`src/rtl/rv32i_imem_loader.sv`:
```
// rv32i_imem_loader: encodes symbolic RV32I requests into machine words and
// streams them into instruction memory at consecutive word addresses.
module rv32i_imem_loader #(
    parameter int unsigned ADDR_W    = 10,
    parameter int unsigned BASE_ADDR = 0
) (
    input  logic              clk,
    input  logic              reset,
    input  logic              start,
    input  logic              in_valid,
    output logic              in_ready,
    input  logic [5:0]        in_op,
    input  logic [4:0]        in_rd,
    input  logic [4:0]        in_rs1,
    input  logic [4:0]        in_rs2,
    input  logic [31:0]       in_imm,
    input  logic              in_last,
    output logic              wr_en,
    output logic [ADDR_W-1:0] wr_addr,
    output logic [31:0]       wr_data,
    output logic              busy,
    output logic              done,
    output logic              err,
    output logic [ADDR_W-1:0] err_addr,
    output logic [ADDR_W:0]   count
);

    localparam logic [31:0]       NOP      = 32'h0000_0013;
    localparam logic [ADDR_W-1:0] ADDR_MAX = '1;
    localparam logic [6:0] OPC_LUI = 7'b0110111, OPC_AUIPC = 7'b0010111,
                           OPC_JAL = 7'b1101111, OPC_JALR  = 7'b1100111,
                           OPC_BR  = 7'b1100011, OPC_LOAD  = 7'b0000011,
                           OPC_ST  = 7'b0100011, OPC_OPI   = 7'b0010011,
                           OPC_OP  = 7'b0110011;
    localparam logic [6:0] F7_ALT = 7'b0100000;

    typedef enum logic [1:0] {S_IDLE, S_RUN, S_DONE} state_t;
    typedef enum logic [2:0] {F_R, F_I, F_S, F_B, F_U, F_J, F_SH, F_BAD} fmt_t;

    state_t            r_state;
    logic [ADDR_W-1:0] r_addr;

    fmt_t        w_fmt;
    logic [6:0]  w_opc;
    logic [6:0]  w_f7;
    logic [2:0]  w_f3;
    logic [31:0] w_word;
    logic        w_legal;
    logic [31:0] w_enc;
    logic        w_i_ok, w_b_ok, w_j_ok, w_u_ok, w_sh_ok;
    logic        w_accept, w_ovf;

    // Immediate range checks for each instruction format
    assign w_i_ok  = (&in_imm[31:11]) | ~(|in_imm[31:11]);
    assign w_b_ok  = ((&in_imm[31:12]) | ~(|in_imm[31:12])) & ~in_imm[0];
    assign w_j_ok  = ((&in_imm[31:20]) | ~(|in_imm[31:20])) & ~in_imm[0];
    assign w_u_ok  = ~(|in_imm[11:0]);
    assign w_sh_ok = ~(|in_imm[31:5]);

    // Mnemonic decode: format, major opcode, funct3, funct7
    always_comb begin
        w_fmt = F_BAD;
        w_opc = OPC_OPI;
        w_f3  = 3'd0;
        w_f7  = 7'd0;
        case (in_op)
            6'd0:  begin w_fmt = F_U;  w_opc = OPC_LUI;   end
            6'd1:  begin w_fmt = F_U;  w_opc = OPC_AUIPC; end
            6'd2:  begin w_fmt = F_J;  w_opc = OPC_JAL;   end
            6'd3:  begin w_fmt = F_I;  w_opc = OPC_JALR;  end
            6'd4:  begin w_fmt = F_B;  w_opc = OPC_BR;   w_f3 = 3'd0; end
            6'd5:  begin w_fmt = F_B;  w_opc = OPC_BR;   w_f3 = 3'd1; end
            6'd6:  begin w_fmt = F_B;  w_opc = OPC_BR;   w_f3 = 3'd4; end
            6'd7:  begin w_fmt = F_B;  w_opc = OPC_BR;   w_f3 = 3'd5; end
            6'd8:  begin w_fmt = F_B;  w_opc = OPC_BR;   w_f3 = 3'd6; end
            6'd9:  begin w_fmt = F_B;  w_opc = OPC_BR;   w_f3 = 3'd7; end
            6'd10: begin w_fmt = F_I;  w_opc = OPC_LOAD; w_f3 = 3'd0; end
            6'd11: begin w_fmt = F_I;  w_opc = OPC_LOAD; w_f3 = 3'd1; end
            6'd12: begin w_fmt = F_I;  w_opc = OPC_LOAD; w_f3 = 3'd2; end
            6'd13: begin w_fmt = F_I;  w_opc = OPC_LOAD; w_f3 = 3'd4; end
            6'd14: begin w_fmt = F_I;  w_opc = OPC_LOAD; w_f3 = 3'd5; end
            6'd15: begin w_fmt = F_S;  w_opc = OPC_ST;   w_f3 = 3'd0; end
            6'd16: begin w_fmt = F_S;  w_opc = OPC_ST;   w_f3 = 3'd1; end
            6'd17: begin w_fmt = F_S;  w_opc = OPC_ST;   w_f3 = 3'd2; end
            6'd18: begin w_fmt = F_I;  w_f3 = 3'd0; end
            6'd19: begin w_fmt = F_I;  w_f3 = 3'd2; end
            6'd20: begin w_fmt = F_I;  w_f3 = 3'd3; end
            6'd21: begin w_fmt = F_I;  w_f3 = 3'd4; end
            6'd22: begin w_fmt = F_I;  w_f3 = 3'd6; end
            6'd23: begin w_fmt = F_I;  w_f3 = 3'd7; end
            6'd24: begin w_fmt = F_SH; w_f3 = 3'd1; end
            6'd25: begin w_fmt = F_SH; w_f3 = 3'd5; end
            6'd26: begin w_fmt = F_SH; w_f3 = 3'd5; w_f7 = F7_ALT; end
            6'd27: begin w_fmt = F_R;  w_opc = OPC_OP; w_f3 = 3'd0; end
            6'd28: begin w_fmt = F_R;  w_opc = OPC_OP; w_f3 = 3'd0; w_f7 = F7_ALT; end
            6'd29: begin w_fmt = F_R;  w_opc = OPC_OP; w_f3 = 3'd1; end
            6'd30: begin w_fmt = F_R;  w_opc = OPC_OP; w_f3 = 3'd2; end
            6'd31: begin w_fmt = F_R;  w_opc = OPC_OP; w_f3 = 3'd3; end
            6'd32: begin w_fmt = F_R;  w_opc = OPC_OP; w_f3 = 3'd4; end
            6'd33: begin w_fmt = F_R;  w_opc = OPC_OP; w_f3 = 3'd5; end
            6'd34: begin w_fmt = F_R;  w_opc = OPC_OP; w_f3 = 3'd5; w_f7 = F7_ALT; end
            6'd35: begin w_fmt = F_R;  w_opc = OPC_OP; w_f3 = 3'd6; end
            6'd36: begin w_fmt = F_R;  w_opc = OPC_OP; w_f3 = 3'd7; end
            default: w_fmt = F_BAD;
        endcase
    end

    // Field packing and legality per format
    always_comb begin
        w_word  = NOP;
        w_legal = 1'b0;
        case (w_fmt)
            F_R:  begin w_word = {w_f7, in_rs2, in_rs1, w_f3, in_rd, w_opc}; w_legal = 1'b1; end
            F_I:  begin w_word = {in_imm[11:0], in_rs1, w_f3, in_rd, w_opc}; w_legal = w_i_ok; end
            F_S:  begin
                w_word  = {in_imm[11:5], in_rs2, in_rs1, w_f3, in_imm[4:0], w_opc};
                w_legal = w_i_ok;
            end
            F_B:  begin
                w_word  = {in_imm[12], in_imm[10:5], in_rs2, in_rs1, w_f3,
                           in_imm[4:1], in_imm[11], w_opc};
                w_legal = w_b_ok;
            end
            F_U:  begin w_word = {in_imm[31:12], in_rd, w_opc}; w_legal = w_u_ok; end
            F_J:  begin
                w_word  = {in_imm[20], in_imm[10:1], in_imm[11], in_imm[19:12], in_rd, w_opc};
                w_legal = w_j_ok;
            end
            F_SH: begin w_word = {w_f7, in_imm[4:0], in_rs1, w_f3, in_rd, w_opc}; w_legal = w_sh_ok; end
            default: begin w_word = NOP; w_legal = 1'b0; end
        endcase
    end

    assign w_enc    = w_legal ? w_word : NOP;
    assign in_ready = (r_state == S_RUN);
    assign busy     = (r_state == S_RUN);
    assign done     = (r_state == S_DONE);
    assign w_accept = in_valid && in_ready;
    assign w_ovf    = (r_addr == ADDR_MAX) && !in_last;

    // Session FSM, address/count tracking, error capture and write port
    always_ff @(posedge clk) begin
        if (reset) begin
            r_state  <= S_IDLE;
            r_addr   <= '0;
            count    <= '0;
            err      <= 1'b0;
            err_addr <= '0;
            wr_en    <= 1'b0;
            wr_addr  <= '0;
            wr_data  <= '0;
        end else begin
            wr_en <= 1'b0;
            case (r_state)
                S_IDLE, S_DONE: begin
                    if (start) begin
                        r_state  <= S_RUN;
                        r_addr   <= ADDR_W'(BASE_ADDR);
                        count    <= '0;
                        err      <= 1'b0;
                        err_addr <= '0;
                    end
                end
                S_RUN: begin
                    if (w_accept) begin
                        wr_en   <= 1'b1;
                        wr_addr <= r_addr;
                        wr_data <= w_enc;
                        count   <= count + (ADDR_W+1)'(1);
                        if (!w_legal || w_ovf) begin
                            err <= 1'b1;
                            if (!err) err_addr <= r_addr;
                        end
                        if (in_last || r_addr == ADDR_MAX) begin
                            r_state <= S_DONE;
                        end else begin
                            r_addr <= r_addr + ADDR_W'(1);
                        end
                    end
                end
                default: r_state <= S_IDLE;
            endcase
        end
    end

endmodule

```
`config.mk`:
```
export PLATFORM = sky130hd
export DESIGN_NAME = rv32i_imem_loader
export DESIGN_NICKNAME = d
export VERILOG_FILES = /design/src/rtl/rv32i_imem_loader.sv
export SDC_FILE = /design/constraint.sdc
export NUM_CORES = 1
export LEC_CHECK = 0
export ABC_AREA = 1
export BUFFER_PORTS_ARGS = -buffer_cell sky130_fd_sc_hd__buf_2
export CAP_MARGIN = 30
export CORE_MARGIN = 8
export CORE_UTILIZATION = 25
export DETAILED_ROUTE_END_ITERATION = 10
export PLACE_DENSITY = 0.57
export RECOVER_POWER = 100
export SETUP_SLACK_MARGIN = 0.2
export SYNTH_ARGS = -nofsm -noshare
export SYNTH_HDL_FRONTEND = slang
export SYNTH_SLANG_ARGS = --single-unit
```
`constraint.sdc`:
```
create_clock -name clk -period 1.9 [get_ports clk]
set_input_delay 0.095 -clock clk [delete_from_list [all_inputs] [get_ports clk]]
set_output_delay 0.095 -clock clk [all_outputs]
set_load 0.02 [all_outputs]
```
# Yosys cells after proc, flatten, opt, wreduce, memory -nomap -nowiden
# Cells that the tools add are included.
# Widths: inputs -> output; s select.
[word_totals]
regBits = 77
in_bits = 58
out_inout_bits = 68
word_cells = 142
[op_classes]
add_sub_neg = 2
eq_ne = 51
mux = 27
bitwise = 12
n_reduce_logical = 42
[ops]
columns = ["cell", "n"]
rows = [
  ["$pmux 32 s7", 1],
  ["$eq 6x5->1 const B", 16],
  ["$mux 10", 6],
  ["$pmux 7 s8", 1],
  ["$eq 6x4->1 const B", 8],
  ["$pmux 3 s7", 2],
  ["$pmux 10 s2", 2],
  ["$reduce_or 12->1", 3],
  ["$mux 32", 1],
  ["$eq 6x6->1 const B", 5],
  ["$reduce_or 27->1", 1],
  ["$eq 6x3->1 const B", 4],
  ["$mux 11", 2],
  ["$pmux 11 s2", 1],
  ["$reduce_and 21->1", 1],
  ["$reduce_or 21->1", 1],
  ["$reduce_and 20->1", 1],
  ["$reduce_or 20->1", 1],
  ["$reduce_or 3->1", 5],
  ["$eq 6x2->1 const B", 2],
  ["$reduce_and 12->1", 1],
  ["$reduce_or 6->1", 2],
  ["$add 11x1->11 const B", 1],
  ["$add 10x1->10 const B", 1],
  ["other kinds (33)", 65],
]

# Logic depth before layout (Yosys ltp)
[depth]
word_depth = 11
depth_mapped = 15
ltp_nobuf = 15

# Least setup slack after synthesis
# No wires, ideal clock.
[synth_timing]
path_kind = "flip-flop to flip-flop"
from = "register r_state[0]"
to = "register count[10]"
setup_time_ns = 0.113
arrival_time_ns = 1.716
required_ns = 1.787
slack_ns = 0.071
stages_incl_launch_ff = 14
path_buffers = 0
synth_period_minus_slack_ns = 1.829
cell_sequence = "dfxtp_1 > inv_2 > nor2_4 > nand2_2 > nand2_4 > inv_2 > nor2_2 > nand2_1 > nor2_1 > nand3_1 > nor3b_2 > nand2_1 > nor2_1 > nor2_1"
[synth_via]
elab_chain_cells = 4
word_cells_on_any_way = 10
classes_between = "eq/ne (4); mux (1); reduce/logical (5)"
[synth_lines]
columns = ["item", "line_no", "source"]
rows = [
  ["start: declaration", "40", "state_t r_state;"],
  ["start signal: assignment", "144", "r_state <= S_IDLE;"],
  ["start signal: assignment", "157", "r_state <= S_RUN;"],
  ["start signal: assignment", "175", "r_state <= S_DONE;"],
  ["$eq 2x1->1 *", "-", ""],
  ["net busy", "21", "output logic busy,"],
  ["$logic_and 1x1->1", "138", "assign w_accept = in_valid && in_ready;"],
  ["$ne 2x1->1 (no line)", "-", ""],
  ["$reduce_and 3->1 (no line)", "-", ""],
  ["end signal: assignment", "169", "count <= count + (ADDR_W+1)'(1);"],
  ["end: declaration", "25", "output logic [ADDR_W:0] count"],
]
# Mark *: on every way through the listed nets, which the timed path passes. The rest lies on a longest branch.
# A chain may end at the register's enable or synchronous reset.

# Worst setup path after layout
[layout_timing]
from = "register r_addr[1]"
to = "register r_addr[6]"
[layout_via]
elab_chain_cells = 4
word_cells_on_any_way = 8
classes_between = "add/sub (1); eq/ne (2); mux (3); reduce/logical (2)"
[layout_lines]
columns = ["item", "line_no", "source"]
rows = [
  ["start: declaration", "41", "logic [ADDR_W-1:0] r_addr;"],
  ["start signal: assignment", "158", "r_addr <= ADDR_W'(BASE_ADDR);"],
  ["start signal: assignment", "177", "r_addr <= r_addr + ADDR_W'(1);"],
  ["$add 10x1->10 or $eq 10x10->1 (tied branches)", "177, 174", ""],
  ["$mux 10 or $logic_or 1x1->1 (tied branches)", "174", "if (in_last || r_addr == ADDR_MAX) begin"],
  ["$mux 10 or $ne 2x2->1 (tied branches)", "-", ""],
  ["$pmux 10 s2 or $reduce_and 4->1 (tied branches)", "-", ""],
]
# Several ways; a longest one is shown, not always the timed one. The select of a mux whose other input is x is not followed.

==> results.yml <==
global_route:
  grtUsageMet3_pct: 4.15
  grt_overflow: 0
  grt_first_pass_wirelength_um: 27400
  grt_antenna_before_repair: 3
  globalRouteTotalUtil_pct: 15.4
  gr-usage-met2_pct: 25.6
  global_route.peak_usage_layer: "met2"
  gr-usage-met1_pct: 18.3
  grt_max_degree: 41
  first_global_vias: 5336
timing:
  hold_slack_ns: 0.0266
  final_clock_skew_ns: 0.0119
  report.final.setup_viol: 0
  grt_setup_unrepaired: "true"
  period_needed_ns: 1.83
  achievable-frequency_mhz: 548
  tightestPinTransition_ns: 0.498
  drv_slew: 0
  slew_headroom_pct: 66.7
  hold_violation_total_from_the_final_report: 0
  timing.final.crit_share_pct: 96.1
die:
  placement_rows: 49
  initial_utilization_pct: 25.3
  boundaryPins: 126
  die_area_um2: 22600
  die_x_um: 150
  fp.dieH_um: 150
  core-area_um2: 17800
synth:
  ys_dominant_reg_cell: "dfxtp_1"
  synth_fp_nets: 798
  async_reset_ff_share_pct: 0
  synth_seq_cells: 76
  netlist_top_cells_area: "dfxtp_1 34%, nand2_1 20%, nor2_1 7.5%, nand3_1 7.2%, a21oi_1 6.1%"
  synth_seq_area_share_pct: 33.7
  synth_top_cell_area_share_pct: 33.7
  ys.warnings.count: 0
  yosys.area.top_type: "dfxtp_1"
  syn_avg_cell_area_um2: 6.11
  post_synth_inst_count: 738
  post_synth_instance_area_um2: 4510
  synth_cell_type_count: 42
  synth-edff-count: 0
worst_setup_path:
  arrival_ns: 2.07
  critical_path.endpoint_type: "register"
  crit_path_start_kind: "register"
  path_class: "register to register"
  cp_max_fo: 6
  cp_data_required_time_ns: 2.15
power:
  power_per_cell_area_nw_per_um2: 645
  leakagePower_nw: 2.76
  peakVddDrop_uv: 473
finish:
  layout.cells.most_common: "nand2_1"
  final_core_util_pct: 35.2
  layout-area-overhead-vs-synth_pct: 39.2
  drive_above_1_share_pct: 23.2
  layout.cells.most_common_list: "230 x nand2_1, 84 x nor2_1, 71 x clkbuf_1, 70 x dfxtp_1, 57 x nand3_1"
  final_net_count: 981
clock_network:
  numClockSinks: 76
  cts_buffers: 9
  cts.path.max_buffers: 2
  worstSkewPairLatency_ns: 0.35
  cts_root_buf: "clkbuf_16"
  clk_transition_reported_paths_ns: 0.07
  htree_levels: 3
  cts_tree: "done"
drt:
  drc_marker_count_from_the_first_detailed_route_iteration: 352
  totalWireLength_um: 17500
  ant_nets: 0
  via_per_inst: 4.71
  detail_route.first_pass.iterations: 5
  wl_per_cell_um: 15.2
  vias: 5444
  drc_violation_count_after_routing: 0
place:
  place.detailed.hpwl_um: 13700
  place_congestion: 0.896
  io_buffer_count: 125
min_path:
  hold_path.class: "input pin to register"
run_status:
  run_status: "finished clean"
run:
  max-cap-violations: 0
[synth_stat cells (2+ instances only)]
library cell / number
ha_1: 2
nor2_2: 7
inv_2: 11
nor3_1: 19
nand2_1: 242
nor2_4: 2
o211ai_1: 3
buf_2: 4
dfxtp_1: 76
buf_4: 3
a21oi_1: 55
inv_1: 56
nand3_1: 65
a22oi_1: 8
nand2_2: 5
o21ai_0: 31
xor2_1: 4
a31oi_1: 2
buf_6: 4
nor2_1: 90
nand4_1: 16
clkbuf_1: 13
[repair_timing]
| action | CTS | global route |
|---|---|---|
| buffers inserted | 15 | 3 |
| cloned | 0 | 0 |
| pin swaps | 13 | 21 |
| hold buffers | 1 | 0 |
| setup endpoints to repair | 22 | 38 |
| endpoints found under the hold margin | 1 | 0 |
| resized for setup | 23 | 47 |
[cells by family after synthesis]
| kind of cell | count (synthesis) | synth area share (%) |
|---|---|---|
| and+or+nand+nor | 453 | 42.7 |
| AOI/OAI and AO/OA | 109 | 13.4 |
| buffers and inverters | 94 | 8.90 |
| DFF | 76 | 33.7 |
| xor gates and xnor gates | 4 | 0.776 |
| adders and majority gates | 2 | 0.555 |
[per-stage QoR]
step	setup WS [ns]	cells	instance area (um^2)	TNS, ns	power [mW]
2_1_floorplan	0.0801	738	4550	0	2.10
3_3_place_gp	0.0413	1120	5720	0	2.40
3_5_place_dp	0.0349	1120	5720	0	2.40
4_1_cts	0.189	1152	6190	0	4.07
5_1_grt	-0.0289	1157	6280	-0.0289	4.25
6_report	0.0743	1157	6280	0	4.05
[final timing paths]
check / cells past startpoint / end / slack [ns] / startpoint
worst max-delay path: 13 / r_addr[6] / 0.07 / r_addr[1]
worst min register to register: 2 / wr_data[1] / 0.46 / wr_data[1]
worst max register to register: 13 / r_addr[6] / 0.07 / r_addr[1]
worst min-delay path: 2 / r_state[1] / 0.03 / reset
[routing by layer]
layer	vias to the layer above	wire (um)
li1	2772	-
met1	2454	7410
met2	176	8190
met3	40	1340
met4	2	580
met5	-	10
[worst max-delay path, cell delays in order, from the launching register on]
cell,delay (ns)
dfxtp_2,0.35
ha_4,0.13
nand4_1,0.13
nor2_2,0.18
nand2_2,0.08
nor2_4,0.18
nand2_2,0.07
nand2_2,0.08
inv_2,0.05
nand2_4,0.06
nand2_4,0.07
inv_4,0.08
o21ai_0,0.10
and2_1,0.15
[power by group]
part / switching, mW / internal [mW] / total (mW)
Combinational: 0.495 / 0.259 / 0.755
Clock: 0.720 / 0.931 / 1.65
Sequential: 0.0199 / 1.63 / 1.65
[flip-flops by register name, summed over array words and instances (netlist names)]
register,flops
wr_en,1
err,1
err_addr,10
wr_data,31
count,11
r_addr,10
r_state,2
wr_addr,10
[area by class of cell]
cell class | count | area (um^2)
fill | 1986 | 11600
multi-input combinational | 568 | 2780
sequential | 76 | 1530
timing repair buffer | 197 | 1120
tap | 229 | 287
inverter | 69 | 269
clock buffer | 10 | 239
clock inverter | 6 | 47.5
antenna | 2 | 5.00
Note: power is estimated with default switching activity, not from simulation.
